File: src/rtl/recon_113_pkg.sv
// recon_113_pkg: shared constants, state encoding and a chunk-select helper
// for the divide-by-113 dividend reconstruction block.
package recon_113_pkg;

  localparam int DIVISOR = 113;
  localparam int Q_W     = 30;
  localparam int R_W     = 7;
  localparam int X_W     = 36;
  localparam int ACC_W   = 37;
  localparam int CHUNK_W = 6;
  localparam int NCHUNK  = 5;
  localparam int PROD_W  = 13;

  typedef enum logic [1:0] {
    IDLE = 2'd0,
    MUL  = 2'd1,
    DONE = 2'd2
  } state_e;

  // Select the 6-bit chunk of q for a given step, MSB chunk first.
  function automatic logic [CHUNK_W-1:0] get_chunk(input logic [Q_W-1:0] qv,
                                                   input logic [2:0]     idx);
    logic [CHUNK_W-1:0] c;
    case (idx)
      3'd0:    c = qv[29:24];
      3'd1:    c = qv[23:18];
      3'd2:    c = qv[17:12];
      3'd3:    c = qv[11:6];
      3'd4:    c = qv[5:0];
      default: c = 6'd0;
    endcase
    return c;
  endfunction

endpackage

File: src/rtl/recon_113_mul.sv
// mul113_chunk: combinational 6-bit x 113 multiply built from shifts and adds
// (113 = 64 + 32 + 16 + 1).
//   c : 6-bit chunk input
//   p : 13-bit product c*113
module mul113_chunk
  import recon_113_pkg::*;
(
  input  logic [CHUNK_W-1:0] c,
  output logic [PROD_W-1:0]  p
);

  logic [PROD_W-1:0] c_ext_s;

  assign c_ext_s = {7'd0, c};
  assign p = (c_ext_s << 6) + (c_ext_s << 5) + (c_ext_s << 4) + c_ext_s;

endmodule

File: src/rtl/recon_113.sv
// recon_113: rebuilds a 36-bit dividend from a divide-by-113 quotient and
// remainder, x = (q*113 + r) mod 2^36, over five multiply cycles.
//   clk, rst_n          : clock, asynchronous active-low reset
//   in_valid/in_ready   : operand handshake carrying q (30b) and r (7b)
//   out_valid/out_ready : result handshake carrying x (36b) and err
//   err                 : r > 112, or the 37-bit sum reached 2^36
module recon_113
  import recon_113_pkg::*;
(
  input  logic           clk,
  input  logic           rst_n,
  input  logic           in_valid,
  output logic           in_ready,
  input  logic [Q_W-1:0] q,
  input  logic [R_W-1:0] r,
  output logic           out_valid,
  input  logic           out_ready,
  output logic [X_W-1:0] x,
  output logic           err
);

  state_e             state_q, state_d;
  logic [ACC_W-1:0]   acc_q, acc_d;
  logic [Q_W-1:0]     q_q, q_d;
  logic [R_W-1:0]     r_q, r_d;
  logic [2:0]         idx_q, idx_d;
  logic               in_ready_q, in_ready_d;
  logic               out_valid_q, out_valid_d;
  logic [CHUNK_W-1:0] chunk_s;
  logic [PROD_W-1:0]  prod_s;

  assign chunk_s = get_chunk(q_q, idx_q);

  mul113_chunk u_mul (
    .c (chunk_s),
    .p (prod_s)
  );

  // Next-state, accumulator and handshake-output computation.
  always_comb begin
    state_d = state_q;
    acc_d   = acc_q;
    q_d     = q_q;
    r_d     = r_q;
    idx_d   = idx_q;
    case (state_q)
      IDLE: begin
        if (in_valid && in_ready_q) begin
          q_d     = q;
          r_d     = r;
          acc_d   = '0;
          idx_d   = 3'd0;
          state_d = MUL;
        end else begin
          state_d = IDLE;
        end
      end
      MUL: begin
        // The remainder joins the sum together with the last (LSB) chunk.
        if (idx_q == 3'(NCHUNK - 1)) begin
          acc_d   = (acc_q << CHUNK_W) + ACC_W'(prod_s) + ACC_W'(r_q);
          idx_d   = 3'd0;
          state_d = DONE;
        end else begin
          acc_d   = (acc_q << CHUNK_W) + ACC_W'(prod_s);
          idx_d   = idx_q + 3'd1;
          state_d = MUL;
        end
      end
      DONE: begin
        if (out_ready) begin
          state_d = IDLE;
        end else begin
          state_d = DONE;
        end
      end
      default: begin
        state_d = IDLE;
      end
    endcase
    // Handshake outputs are registered copies of the upcoming state, so
    // in_ready stays low during reset and rises on the first edge after it.
    in_ready_d  = (state_d == IDLE);
    out_valid_d = (state_d == DONE);
  end

  // State, operand, accumulator and handshake registers.
  always_ff @(posedge clk or negedge rst_n) begin
    if (!rst_n) begin
      state_q     <= IDLE;
      acc_q       <= '0;
      q_q         <= '0;
      r_q         <= '0;
      idx_q       <= 3'd0;
      in_ready_q  <= 1'b0;
      out_valid_q <= 1'b0;
    end else begin
      state_q     <= state_d;
      acc_q       <= acc_d;
      q_q         <= q_d;
      r_q         <= r_d;
      idx_q       <= idx_d;
      in_ready_q  <= in_ready_d;
      out_valid_q <= out_valid_d;
    end
  end

  assign in_ready  = in_ready_q;
  assign out_valid = out_valid_q;
  assign x         = acc_q[X_W-1:0];
  assign err       = acc_q[ACC_W-1] | (r_q > 7'(DIVISOR - 1));

endmodule

File: config.mk
export PLATFORM = sky130hd
export DESIGN_NAME = recon_113
export DESIGN_NICKNAME = d
export VERILOG_FILES = /design/src/rtl/recon_113_pkg.sv /design/src/rtl/recon_113_mul.sv /design/src/rtl/recon_113.sv
export SDC_FILE = /design/constraint.sdc
export NUM_CORES = 1
export LEC_CHECK = 0
export ABC_AREA = 0
export CAP_MARGIN = 30
export CELL_PAD_IN_SITES_DETAIL_PLACEMENT = 0
export CELL_PAD_IN_SITES_GLOBAL_PLACEMENT = 1
export CORE_ASPECT_RATIO = 0.75
export CORE_MARGIN = 2
export CORE_UTILIZATION = 46
export DETAILED_ROUTE_END_ITERATION = 12
export MAX_ROUTING_LAYER = met4
export PLACE_DENSITY_LB_ADDON = 0.12
export RECOVER_POWER = 25
export SLEW_MARGIN = 20
export SYNTH_ARGS = -nofsm -noshare
export SYNTH_HDL_FRONTEND = slang
export SYNTH_SLANG_ARGS = --single-unit
File: constraint.sdc
create_clock -name clk -period 12.9 [get_ports clk]
set_input_delay 2.58 -clock clk [delete_from_list [all_inputs] [get_ports clk]]
set_output_delay 2.58 -clock clk [all_outputs]
set_load 0.01 [all_outputs]
## Word-level counts from Yosys, hierarchy flattened

Index checks and enable logic that the tools add are counted.

| operators by class | value |
|---|---|
| $add $sub $neg | 6 |
| order comparisons | 1 |
| eq/ne operators | 8 |
| muxes and demuxes | 11 |
| bitwise logic cells | 1 |
| reduce and logical (&&, ||, !) cells | 7 |

Operators with widths:

| kind | number |
|---|---|
| 37-bit 2-to-1 mux | 2 |
| 37-bit case mux with 2 select lines | 1 |
| 37-bit by 13-bit adder with 37-bit output | 1 |
| 37-bit by 7-bit adder with 37-bit output | 1 |
| 6-bit case mux with 5 select lines | 1 |
| 12-bit by 11-bit adder with 13-bit output | 1 |
| 13-bit by 10-bit adder with 13-bit output | 1 |
| 13-bit by 6-bit adder with 13-bit output | 1 |
| 7-bit > comparator (second input constant) | 1 |
| 3-bit by 2-bit == test with 1-bit output (second input constant) | 2 |
| 3-bit 2-to-1 mux | 2 |
| 2-bit case mux with 3 select lines | 1 |
| 3-bit case mux with 2 select lines | 1 |
| 2-bit == test (second input constant) | 2 |
| 2-bit zero test | 2 |
| 2-bit 2-to-1 mux | 2 |
| 2-bit AND reduction | 2 |
| 3-bit by 1-bit adder with 3-bit output (second input constant) | 1 |
| 3-bit by 1-bit == test with 1-bit output (second input constant) | 1 |
| 3-bit == test (second input constant) | 1 |
| 3-bit zero test | 1 |
| 2-bit by 1-bit == test with 1-bit output (second input constant) | 1 |
| 2-bit inequality test (second input constant) | 1 |
| 2-bit nonzero test | 1 |
| 3 further kinds | 3 |

| storage, ports and cells | value |
|---|---|
| register bits | 81 |
| input bits | 41 |
| output and inout bits | 39 |
| word-level logic and storage cells | 41 |

## Logic depth before layout (Yosys ltp)

Gate-level depths: netlist of the first run.

| logic depth | value |
|---|---|
| depth after elaboration | 9 |
| mapped depth | 23 |
| gate-level depth less buffers | 21 |

## Cells and area by module

From an unflattened synthesis of the first run, not the netlist that was laid out.

| unflattened totals | value |
|---|---|
| cells, all modules | 724 |
| area total of the unflattened synthesis | 6,133.4 um2 |

Modules (own cells, without submodules):

| module | times used | cells an instance | area each (um2) | sequential area each (um2) |
|---|---|---|---|---|
| recon_113 | 1 | 670 | 5,660.4 | 2,026.9 |
| mul113_chunk | 1 | 54 | 473.0 | 0.0 |

## Least setup slack after synthesis of the first run

OpenSTA, ideal clock, no wires.

| timing | value |
|---|---|
| path type | flip-flop to flip-flop |
| from | reg idx_q[2] |
| to | reg acc_q[35] |
| library setup time | 0.122 ns |
| arrival | 5.856 ns |
| required time | 12.778 ns |
| slack | 6.923 ns |
| stages on the path, launching flop included | 20 |
| period minus slack after synthesis | 5.977 ns |
| path through | dfrtp_1 -> clkbuf_1 -> inv_1 -> ha_1 -> a222oi_1 -> inv_1 -> fa_1 -> inv_1 -> fa_1 -> inv_1 -> ha_1 -> a211oi_1 -> o211ai_1 -> a21boi_0 -> xnor2_1 -> nand4_2 -> or2_4 -> or3_4 -> or3_1 -> a32o_1 |

| between the ends | value |
|---|---|
| word-level cells in the longest chain between the ends | 9 |
| elaborated cells on any way between the ends | 13 |
| those cells by class | add/sub: 5; eq/ne: 4; mux: 3; reduce/logical: 1 |

Ends and longest elaborated chain:

| element | RTL line | RTL |
|---|---|---|
| from (decl) | recon_113.sv:26 | `logic [2:0] idx_q, idx_d;` |
| from (signal assigned) | recon_113.sv:102 | `idx_q <= idx_d;` |
| 3-bit == test (tied with other cells) | recon_113_pkg.sv:24, recon_113.sv:60 |  |
| 6-bit case mux with 5 select lines | recon_113_pkg.sv:24 | `case (idx)` |
| 12-bit by 11-bit adder with 13-bit output | recon_113_mul.sv:15 | `assign p = (c_ext_s << 6) + (c_ext_s << 5) + (c_ext_s << 4) + c_ext_s;` |
| 13-bit by 10-bit adder with 13-bit output | recon_113_mul.sv:15 |  |
| 13-bit by 6-bit adder with 13-bit output | recon_113_mul.sv:15 |  |
| 37-bit by 13-bit adder with 37-bit output | recon_113.sv:61, recon_113.sv:65 |  |
| 37-bit by 7-bit adder with 37-bit output | recon_113.sv:61 | `acc_d = (acc_q << CHUNK_W) + ACC_W'(prod_s) + ACC_W'(r_q);` |
| 37-bit 2-to-1 mux * | recon_113.sv:60 | `if (idx_q == 3'(NCHUNK - 1)) begin` |
| 37-bit case mux with 2 select lines * | recon_113.sv:46 | `case (state_q)` |
| to (signal assigned) | recon_113.sv:91 | `acc_q <= '0;` |
| to (signal assigned) | recon_113.sv:99 | `acc_q <= acc_d;` |
| to (decl) | recon_113.sv:23 | `logic [ACC_W-1:0] acc_q, acc_d;` |

Every way passes the cells marked *; elsewhere a longest branch is shown, timed or not.
A chain may end at the register's enable or synchronous reset.

## Worst setup path after layout of the first run

| timing | value |
|---|---|
| from | reg idx_q[2] |
| to | reg acc_q[30] |

The elaborated chain is that of the path after synthesis.

==> results of run 1 <==
## per-layer routing
| metal | track usage (%) | share of wire [%] |
|---|---|---|
| met1 | 35.1 | 50 |
| met2 | 35.2 | 43 |
| met3 | 4.46 | 5.6 |
| met4 | 5.29 | 0.95 |
| met5 | - | 0 |
## worst max-delay path: stages, from the launching register on
cell,delay [ns]
dfrtp_1,0.58
inv_1,0.16
ha_1,0.30
a222oi_1,0.83
inv_1,0.26
fa_1,0.54
inv_1,0.05
fa_1,0.50
inv_1,0.07
ha_1,0.29
a211oi_1,0.63
o21ai_1,0.34
xnor2_1,0.29
nor4b_2,0.56
nand4_1,0.32
nor4_1,0.67
nand3_1,0.18
xor2_1,0.19
o2bb2ai_1,0.16
## sequential cells by signal, summed over array words and instances, names as in the netlist
name,flops
state_q,2
in_ready,1
out_valid,1
idx_q,3
q_q,30
r_q,7
acc_q,37
## layout make-up
cell class	instances	share of cell area (%)
multi-input combinational	462	49.4
tap	166	3.00
inverter	35	1.90
sequential	81	29.3
timing repair buffer	86	12.0
clock inverter	7	1.18
clock buffer	9	3.26
## Yosys cell counts, drive strengths merged, types with 5 or more instances
library cell / instances
nor3: 9
nand4: 15
a211oi: 5
a21oi: 24
o211ai: 7
inv: 35
a22oi: 5
nand3: 16
nand2b: 8
o22ai: 12
mux2: 41
dfrtp: 81
xnor2: 32
nor2: 32
ha: 26
or3: 7
and2: 8
fa: 12
buf: 38
nand2: 68
xor2: 24
clkbuf: 25
a22o: 5
o21ai: 43
## cells by family (layout without fill, tap and decap cells)
kind of cell               after synthesis  in the layout  share of synthesized area (%)
and+or+nand+nor                        188            188                           15.9
muxes                                   43             43                           8.10
xor gates and xnor gates                56             56                           8.25
adders and majority gates               38             38                           9.51
DFF                                     81             81                           34.1
buffers and inverters                   98            137                           8.62
AOI/OAI and AO/OA                      137            137                           15.6
## path summary, 6_finish.rpt
check                                from         to  slack (ns)  depth (start not counted)
worst max-delay path             idx_q[2]  acc_q[30]        5.89                         18
worst min-delay path            acc_q[34]  acc_q[34]        0.50                          2
worst max register to register   idx_q[2]  acc_q[30]        5.89                         18
worst min register to register  acc_q[34]  acc_q[34]        0.50                          2
max in group asynchronous           rst_n   idx_q[0]        6.79                          2
min in group asynchronous           rst_n   acc_q[4]        2.54                          1
## metrics by stage
| step | hold slack, ns | std cells | util [%] | setup slack (ns) |
|---|---|---|---|---|
| 6_report | 0.497 | 846 | 55.6 | 5.89 |
| 5_1_grt | 0.524 | 846 | 55.6 | 5.25 |
| 4_1_cts | 0.497 | 844 | 55.8 | 5.84 |
| 3_5_place_dp | 0.476 | 828 | 53.3 | 5.85 |
| 3_3_place_gp | 0.474 | 827 | 53.1 | 6.09 |
| 2_1_floorplan | 0.451 | 641 | - | 6.92 |
==> impl_metrics.csv, run 1 <==
group,metric,value,unit
clock_tree,clkTransAtPathRegs,0.07,ns
route,drc_errors,0,
finish,drive_above_1_share,10.6,%
finish,nFillCells,1120,
timing,worstMarginPinSlew,3.11,ns
yosys,synth-seq-cells,81,
route,vias,4899,
floorplanning,fp.dieW,135,um
placed_design,port_buffers,79,
route,wl_per_cell,18.2,um
finish,seqCellArea,2030,sq um
yosys,async_flop_share,100,%
hold_path,hold_path_class,"reg -> reg",
finish,nets,754,
grt,grt_pass1_wl,25.3,mm
worst_setup_path,start_kind,"flop",
yosys,synth_edf_count,0,
finish,antennaDiodeCount,0,
floorplanning,core.rowCount,35,
yosys,synth_flop_cell,"dfrtp_1",
run_status,violations,"max-capacitance violations, max-slew violations",
yosys,ys_types,68,
finish,design_area,6920,sq um
grt,track_usage,24.2,%
route,wirelength,15.4,mm
clock_tree,cts_tree,"built",
timing,final_max_slew_viol_count,58,
clock_tree,hold_buffers,0,
timing,finalCritPeriodShare,54.3,%
floorplanning,start_util,47.8,%
route,viasPerCell,5.79,
placed_design,place_area,6630,sq um
timing,max_slew_margin,-108,%
clock_tree,cts-htree-levels,3,
timing,fmax,143,MHz
yosys,synth_area_leader_cell,"dfrtp_1",
yosys,ys_seq_area_share,34.1,%
run,maxCapViolations,1,
yosys,synthTopCellsByArea,"dfrtp_1, mux2_2, ha_1, xnor2_1, buf_4",
route,drt-initial-drc-count,401,
grt,antenna_found_initial,0,
timing,hold_viol_final,0,
clock_tree,cts_resized,0,
floorplanning,coreArea,12400,sq um
placed_design,place_hpwl,11.5,mm
worst_setup_path,cp-end-kind,"flop",
grt,grt-ovfl-total,0,
grt,grt_start_max_net_pins,58,
clock_tree,cts_buffer_depth,2,
clock_tree,clkSinkCount,81,
clock_tree,cts-root-buf,"clkbuf_16",
yosys,synth_cells,641,
finish,syn_to_final_growth,16.3,%
floorplanning,pin_count,80,
yosys,syn_nets,720,
yosys,ys_warn_count,0,
floorplanning,fp.dieArea,13900,sq um
worst_setup_path,critPathMaxFanout,12,
timing,timing.final.crit_period,7.01,ns
finish,layout_commonest_cell,"dfrtp_1",
timing,rsz0062_at_grt,"false",
finish,final_cell_mix,"dfrtp_1, clkdlybuf4s50_1, nand2_1",
clock_tree,worstSkewPairLatency,0.35,ns
route,first_pass_iters,5,
worst_setup_path,critical_path_class,"reg -> reg",
timing,skew,0.0112,ns
route,antenna_left,0,
timing,setup_viol_count_final,0,
clock_tree,postCtsSetupBuffers,0,
clock_tree,numCtsBuffers,9,
finish,multi_input_comb_area,3420,sq um
yosys,yosysTopAreaCellShare,34.1,%
yosys,synth.cell_area,5950,sq um
worst_setup_path,cp.arrival,7.27,ns
yosys,avgSynthCellArea,9.28,sq um
timing,tns,0,ns
grt,first_global_vias,4752,
placed_design,gp_congestion,0.883,
run_status,status,"finished with violations",
worst_setup_path,critical_path_required,13.17,ns
floorplanning,die_y,102,um
Power of run 1 is left out: the tool's default activity adds up to more than one toggle a clock period on the data nets, which glitch-free logic cannot reach.
==> inputs of run 2 (changes only) <==
--- a/config.mk
+++ b/config.mk
@@ -11,7 +11,7 @@
 export CELL_PAD_IN_SITES_GLOBAL_PLACEMENT = 1
 export CORE_ASPECT_RATIO = 0.75
 export CORE_MARGIN = 2
-export CORE_UTILIZATION = 46
+export CORE_UTILIZATION = 43
 export DETAILED_ROUTE_END_ITERATION = 12
 export MAX_ROUTING_LAYER = met4
 export PLACE_DENSITY_LB_ADDON = 0.12
==> constraint.sdc (replaced) <==
create_clock -name clk -period 6.8 [get_ports clk]
set_input_delay 1.36 -clock clk [delete_from_list [all_inputs] [get_ports clk]]
set_output_delay 1.36 -clock clk [all_outputs]
set_load 0.01 [all_outputs]
==> run 2 against run 1 <==
Net effect:
- highest routed layer unchanged
- non-clock buffer count increased by 12
- setup slack worse by 5.5 ns
- the run still ends with max-capacitance violations, max-slew violations left
- critical path depth grew 1
- first-iteration DRC count up 0.75%
- critical path type unchanged
- utilization is 3.8 points lower
- routed wire length grew 1.8%
- sequential cell count did not move
- via count grew 0.96%
==> impl_metrics.csv, run 2 (synthesis results as in run 1) <==
group,metric,value,unit
route,viasPerCell,5.70,
worst_setup_path,critical_path_required,7.04,ns
timing,max_slew_margin,-109,%
placed_design,gp_congestion,0.907,
floorplanning,fp.dieW,140,um
run_status,violations,"max-capacitance violations, max-slew violations",
finish,final_cell_mix,"dfrtp_1, clkdlybuf4s50_1, nand2_1",
timing,timing.final.crit_period,6.37,ns
finish,drive_above_1_share,12.4,%
finish,nets,766,
clock_tree,cts_tree,"built",
placed_design,place_hpwl,12.0,mm
finish,multi_input_comb_area,3440,sq um
worst_setup_path,cp.arrival,6.61,ns
grt,antenna_found_initial,0,
clock_tree,worstSkewPairLatency,0.35,ns
route,drt-initial-drc-count,404,
worst_setup_path,critical_path_class,"reg -> reg",
clock_tree,clkSinkCount,81,
timing,finalCritPeriodShare,93.6,%
worst_setup_path,cp_cell_sequence,"ha_1 -> ha_1 -> a222oi_1 -> buf_4 -> fa_1 -> fa_1 -> inv_1 -> ha_1 -> fa_1 -> a21oi_1 -> o221a_1 -> buf_4 -> a2111oi_4 -> xor2_1 -> nand4_2 -> or2_4 -> or3_4 -> or3_1 -> a32o_1",
grt,grt_start_max_net_pins,60,
grt,track_usage,23.0,%
worst_setup_path,cp_slowest_cell,"a222oi_1",
placed_design,port_buffers,79,
clock_tree,cts-root-buf,"clkbuf_16",
timing,worstMarginPinSlew,3.14,ns
finish,reg.largest.list,"acc_q x37, q_q x30, r_q x7",
grt,grt-ovfl-total,0,
clock_tree,hold_buffers,0,
timing,skew,0.00833,ns
worst_setup_path,critPathMaxFanout,6,
clock_tree,clkTransAtPathRegs,0.07,ns
finish,layout_commonest_cell,"dfrtp_1",
floorplanning,start_util,43.7,%
timing,rsz0062_at_grt,"false",
route,wirelength,15.7,mm
timing,tns,0,ns
finish,syn_to_final_growth,18.6,%
floorplanning,die_y,106,um
grt,grt_pass1_wl,26.0,mm
timing,hold_viol_final,0,
finish,seqCellArea,2030,sq um
finish,largest_reg_flops,37,
floorplanning,coreArea,13600,sq um
clock_tree,cts-htree-levels,3,
route,antenna_left,0,
route,drc_errors,0,
hold_path,hold_path_class,"reg -> reg",
worst_setup_path,start_kind,"flop",
run_status,status,"finished with violations",
route,wl_per_cell,18.1,um
timing,fmax,157,MHz
floorplanning,pin_count,80,
clock_tree,cts_buffer_depth,2,
grt,first_global_vias,4871,
clock_tree,numCtsBuffers,9,
worst_setup_path,max_stage_delay,0.84,ns
timing,setup_viol_count_final,0,
worst_setup_path,cp-end-kind,"flop",
route,first_pass_iters,7,
finish,antennaDiodeCount,0,
timing,final_max_slew_viol_count,60,
route,vias,4946,
floorplanning,core.rowCount,37,
floorplanning,fp.dieArea,14800,sq um
finish,nFillCells,1306,
run,maxCapViolations,1,
finish,top_register,"acc_q",
==> run 2: changes by cell type in the layout (fill, tap and decap cells not counted), sizes merged <==
cell,change
clkinvlp,-1
inv,+1
clkdlybuf4s50,-1
dlygate4sd3,+1
buf,+14
clkbuf,-2
==> run 2: metrics by stage <==
stage / setup WS [ns] / instances / util (%) / area, sq um / hold WS [ns]
2_1_floorplan: 0.823 / 641 / - / 5950 / 0.451
4_1_cts: 0.323 / 866 / 51.7 / 7030 / 0.503
5_1_grt: 0.109 / 867 / 51.8 / 7050 / 0.534
6_report: 0.434 / 867 / 51.8 / 7050 / 0.495
3_5_place_dp: 0.376 / 850 / 49.3 / 6720 / 0.482
3_3_place_gp: 0.512 / 850 / 49.3 / 6720 / 0.469
==> run 2: area by class of cell <==
class | instances | area share, %
Sequential cell | 81 | 28.7
Inverter | 35 | 1.86
Clock inverter | 7 | 1.28
Timing Repair Buffer | 98 | 13.1
Multi-Input combinational cell | 462 | 48.7
Tap cell | 175 | 3.11
Clock buffer | 9 | 3.19
==> run 2: what timing repair did <==
item,CTS,global route
resized for setup,0,3
endpoints found under the setup margin,0,12
setup buffers,0,1
==> run 2: routing by layer <==
layer,global-route usage [%],vias to the layer above,wire length (um)
li1,-,2345,-
met1,34.3,2457,8100
met2,32.6,136,6730
met3,4.27,8,742
met4,5.07,0,133
met5,-,-,0
==> run 2: critical path: cells and delay by family (launching register included) <==
family	cells	cell delay, ns
DFF	1	0.42
AOI/OAI and AO/OA	5	1.71
and+or+nand+nor	4	1.29
xor gates and xnor gates	1	0.28
buffers and inverters	3	0.48
adders and majority gates	6	2.09
==> run 2: path summary, 6_finish.rpt <==
| path | start | to | slack (ns) | cells past startpoint |
|---|---|---|---|---|
| min in group asynchronous | rst_n | r_q[5] | 1.29 | 1 |
| setup reg to reg | idx_q[0] | acc_q[35] | 0.43 | 19 |
| hold / removal | acc_q[34] | acc_q[34] | 0.49 | 2 |
| hold reg to reg | acc_q[34] | acc_q[34] | 0.49 | 2 |
| setup / recovery | idx_q[0] | acc_q[35] | 0.43 | 19 |
| max in group asynchronous | rst_n | in_ready | 1.92 | 2 |
Power of run 2 is left out for the same reason.
==> inputs of run 3 (changes only) <==
--- a/config.mk
+++ b/config.mk
@@ -16,7 +16,8 @@
 export MAX_ROUTING_LAYER = met4
 export PLACE_DENSITY_LB_ADDON = 0.12
 export RECOVER_POWER = 25
-export SLEW_MARGIN = 20
+export SETUP_SLACK_MARGIN = 0.4
+export SLEW_MARGIN = 30
 export SYNTH_ARGS = -nofsm -noshare
 export SYNTH_HDL_FRONTEND = slang
 export SYNTH_SLANG_ARGS = --single-unit
==> run 3 against run 2 <==
Net effect:
- fmax increased by 3.2%
- cell count is 0.46% higher
- the flow still finishes with violations (max-capacitance violations, max-slew violations)
- register-to-register slack improved by 0.20 ns
==> impl_metrics.csv, run 3 (synthesis results as in run 1) <==
group,metric,value,unit
run_status,status,"finished with violations",
run_status,violations,"max-capacitance violations, max-slew violations",
floorplanning,pin_count,80,
floorplanning,coreArea,13600,sq um
grt,grt-ovfl-total,0,
route,viasPerCell,5.66,
finish,design_area,7120,sq um
route,drc_errors,0,
hold_path,holdPathStages,2,
clock_tree,cts-htree-levels,3,
hold_path,hold_path_class,"reg -> reg",
worst_setup_path,r2r-end,"acc_q[35]",
worst_setup_path,ff2ff_setup_slack,0.63,ns
clock_tree,cts_buffer_depth,2,
worst_setup_path,critPathMaxFanout,6,
finish,antennaDiodeCount,0,
finish,top_register,"acc_q",
clock_tree,clkSinkCount,81,
route,antenna_left,0,
route,wl_per_cell,18.2,um
grt,grt_pass1_wl,26.0,mm
worst_setup_path,reg2reg_from,"idx_q[0]",
floorplanning,fp.dieArea,14800,sq um
floorplanning,die_y,106,um
timing,hold_viol_final,0,
timing,timing.final.crit_period,6.17,ns
floorplanning,fp.dieW,140,um
finish,layout_commonest_cell,"dfrtp_1",
finish,final_cell_mix,"dfrtp_1, clkdlybuf4s50_1, nand2_1",
placed_design,place_hpwl,12.0,mm
clock_tree,numCtsBuffers,9,
timing,finalWorstSetupSlack,0.633,ns
timing,final_max_slew_viol_count,60,
finish,largest_reg_flops,37,
timing,skew,0.00769,ns
timing,setup_viol_count_final,0,
timing,fmax,162,MHz
timing,whs,0.494,ns
finish,syn_to_final_growth,19.8,%
timing,max_slew_margin,-110,%
route,routed.top_layer,"met4",
grt,first_global_vias,4871,
route,first_pass_iters,7,
route,wirelength,15.9,mm
clock_tree,worstSkewPairLatency,0.35,ns
floorplanning,core.rowCount,37,
placed_design,dpl_worst_slack,0.376,ns
worst_setup_path,cp.arrival,6.41,ns
route,wl_met1,8.10,mm
timing,worstMarginPinSlew,3.15,ns
clock_tree,clkTransAtPathRegs,0.07,ns
floorplanning,start_util,43.7,%
route,met2_length,6.75,mm
grt,grt_start_max_net_pins,60,
clock_tree,cts-root-buf,"clkbuf_16",
clock_tree,cts_tree,"built",
grt,track_usage,23.0,%
run,maxCapViolations,1,
worst_setup_path,critical_path_required,7.04,ns
route,wl_met3,820,um
placed_design,port_buffers,79,
route,vias,4933,
placed_design,gp_congestion,0.907,
placed_design,place_area,6720,sq um
finish,drive_above_1_share,13.9,%
timing,tns,0,ns
timing,finalCritPeriodShare,90.7,%
clock_tree,hold_buffers,0,
hold_path,min_to,"acc_q[34]",
finish,nets,770,
finish,nFillCells,1298,
worst_setup_path,r2r_cells,20,
finish,reg.largest.list,"acc_q x37, q_q x30, r_q x7",
worst_setup_path,start_kind,"flop",
timing,rsz0062_at_grt,"false",
worst_setup_path,cp-end-kind,"flop",
grt,antenna_found_initial,0,
route,drt-initial-drc-count,381,
hold_path,min-delay-start,"acc_q[34]",
worst_setup_path,critical_path_class,"reg -> reg",
[run 3: area by class of cell]
cell class | count | area (sq um) | share of cell area [%]
flip-flops and latches | 81 | 2030 | 28.5
repair buffers | 102 | 953 | 13.4
clock inverters | 7 | 90.1 | 1.26
inverters | 35 | 131 | 1.84
well taps | 175 | 219 | 3.07
clock buffers | 9 | 225 | 3.16
multi-input cells | 462 | 3480 | 48.8
[run 3: stage by stage]
stage / std cells / utilization [%]
after floorplan: 641 / -
after global placement: 850 / 49.3
after detailed placement: 850 / 49.3
after CTS: 867 / 51.7
after global routing: 871 / 52.3
final: 871 / 52.3
[run 3: worst max-delay path, cell delays in order (launching register included)]
cell	delay, ns
dfrtp_1	0.42
ha_1	0.21
ha_1	0.26
a222oi_1	0.75
inv_1	0.22
fa_1	0.44
inv_1	0.08
fa_1	0.40
inv_1	0.07
ha_1	0.20
fa_2	0.26
a21oi_1	0.09
o221a_2	0.32
buf_4	0.18
a2111oi_4	0.40
xor2_2	0.27
nand4_4	0.17
or2_4	0.29
or3_4	0.40
or3_1	0.37
a32o_1	0.25
[run 3: routing by layer]
| metal | up-vias | track usage (%) |
|---|---|---|
| met5 | - | - |
| li1 | 2349 | - |
| met1 | 2435 | 34.3 |
| met3 | 15 | 4.27 |
| met2 | 134 | 32.6 |
| met4 | 0 | 5.07 |
[run 3: worst max-delay path by stage]
| stage | start | cells past startpoint | end | slack, ns |
|---|---|---|---|---|
| floorplan | idx_q[2] | 19 | acc_q[35] | 0.82 |
| global placement | idx_q[0] | 19 | acc_q[26] | 0.51 |
| detailed placement | idx_q[0] | 20 | acc_q[26] | 0.38 |
| CTS | idx_q[0] | 19 | acc_q[26] | 0.46 |
| global route | idx_q[0] | 20 | acc_q[35] | 0.36 |
| finish | idx_q[0] | 20 | acc_q[35] | 0.63 |
[run 3: timing repair]
| item | in CTS | in global routing |
|---|---|---|
| buffers inserted | 1 | 4 |
| resized for setup | 0 | 11 |
| setup endpoints to repair | 3 | 19 |
| pin swaps | 1 | 1 |
Power of run 3 is left out for the same reason.
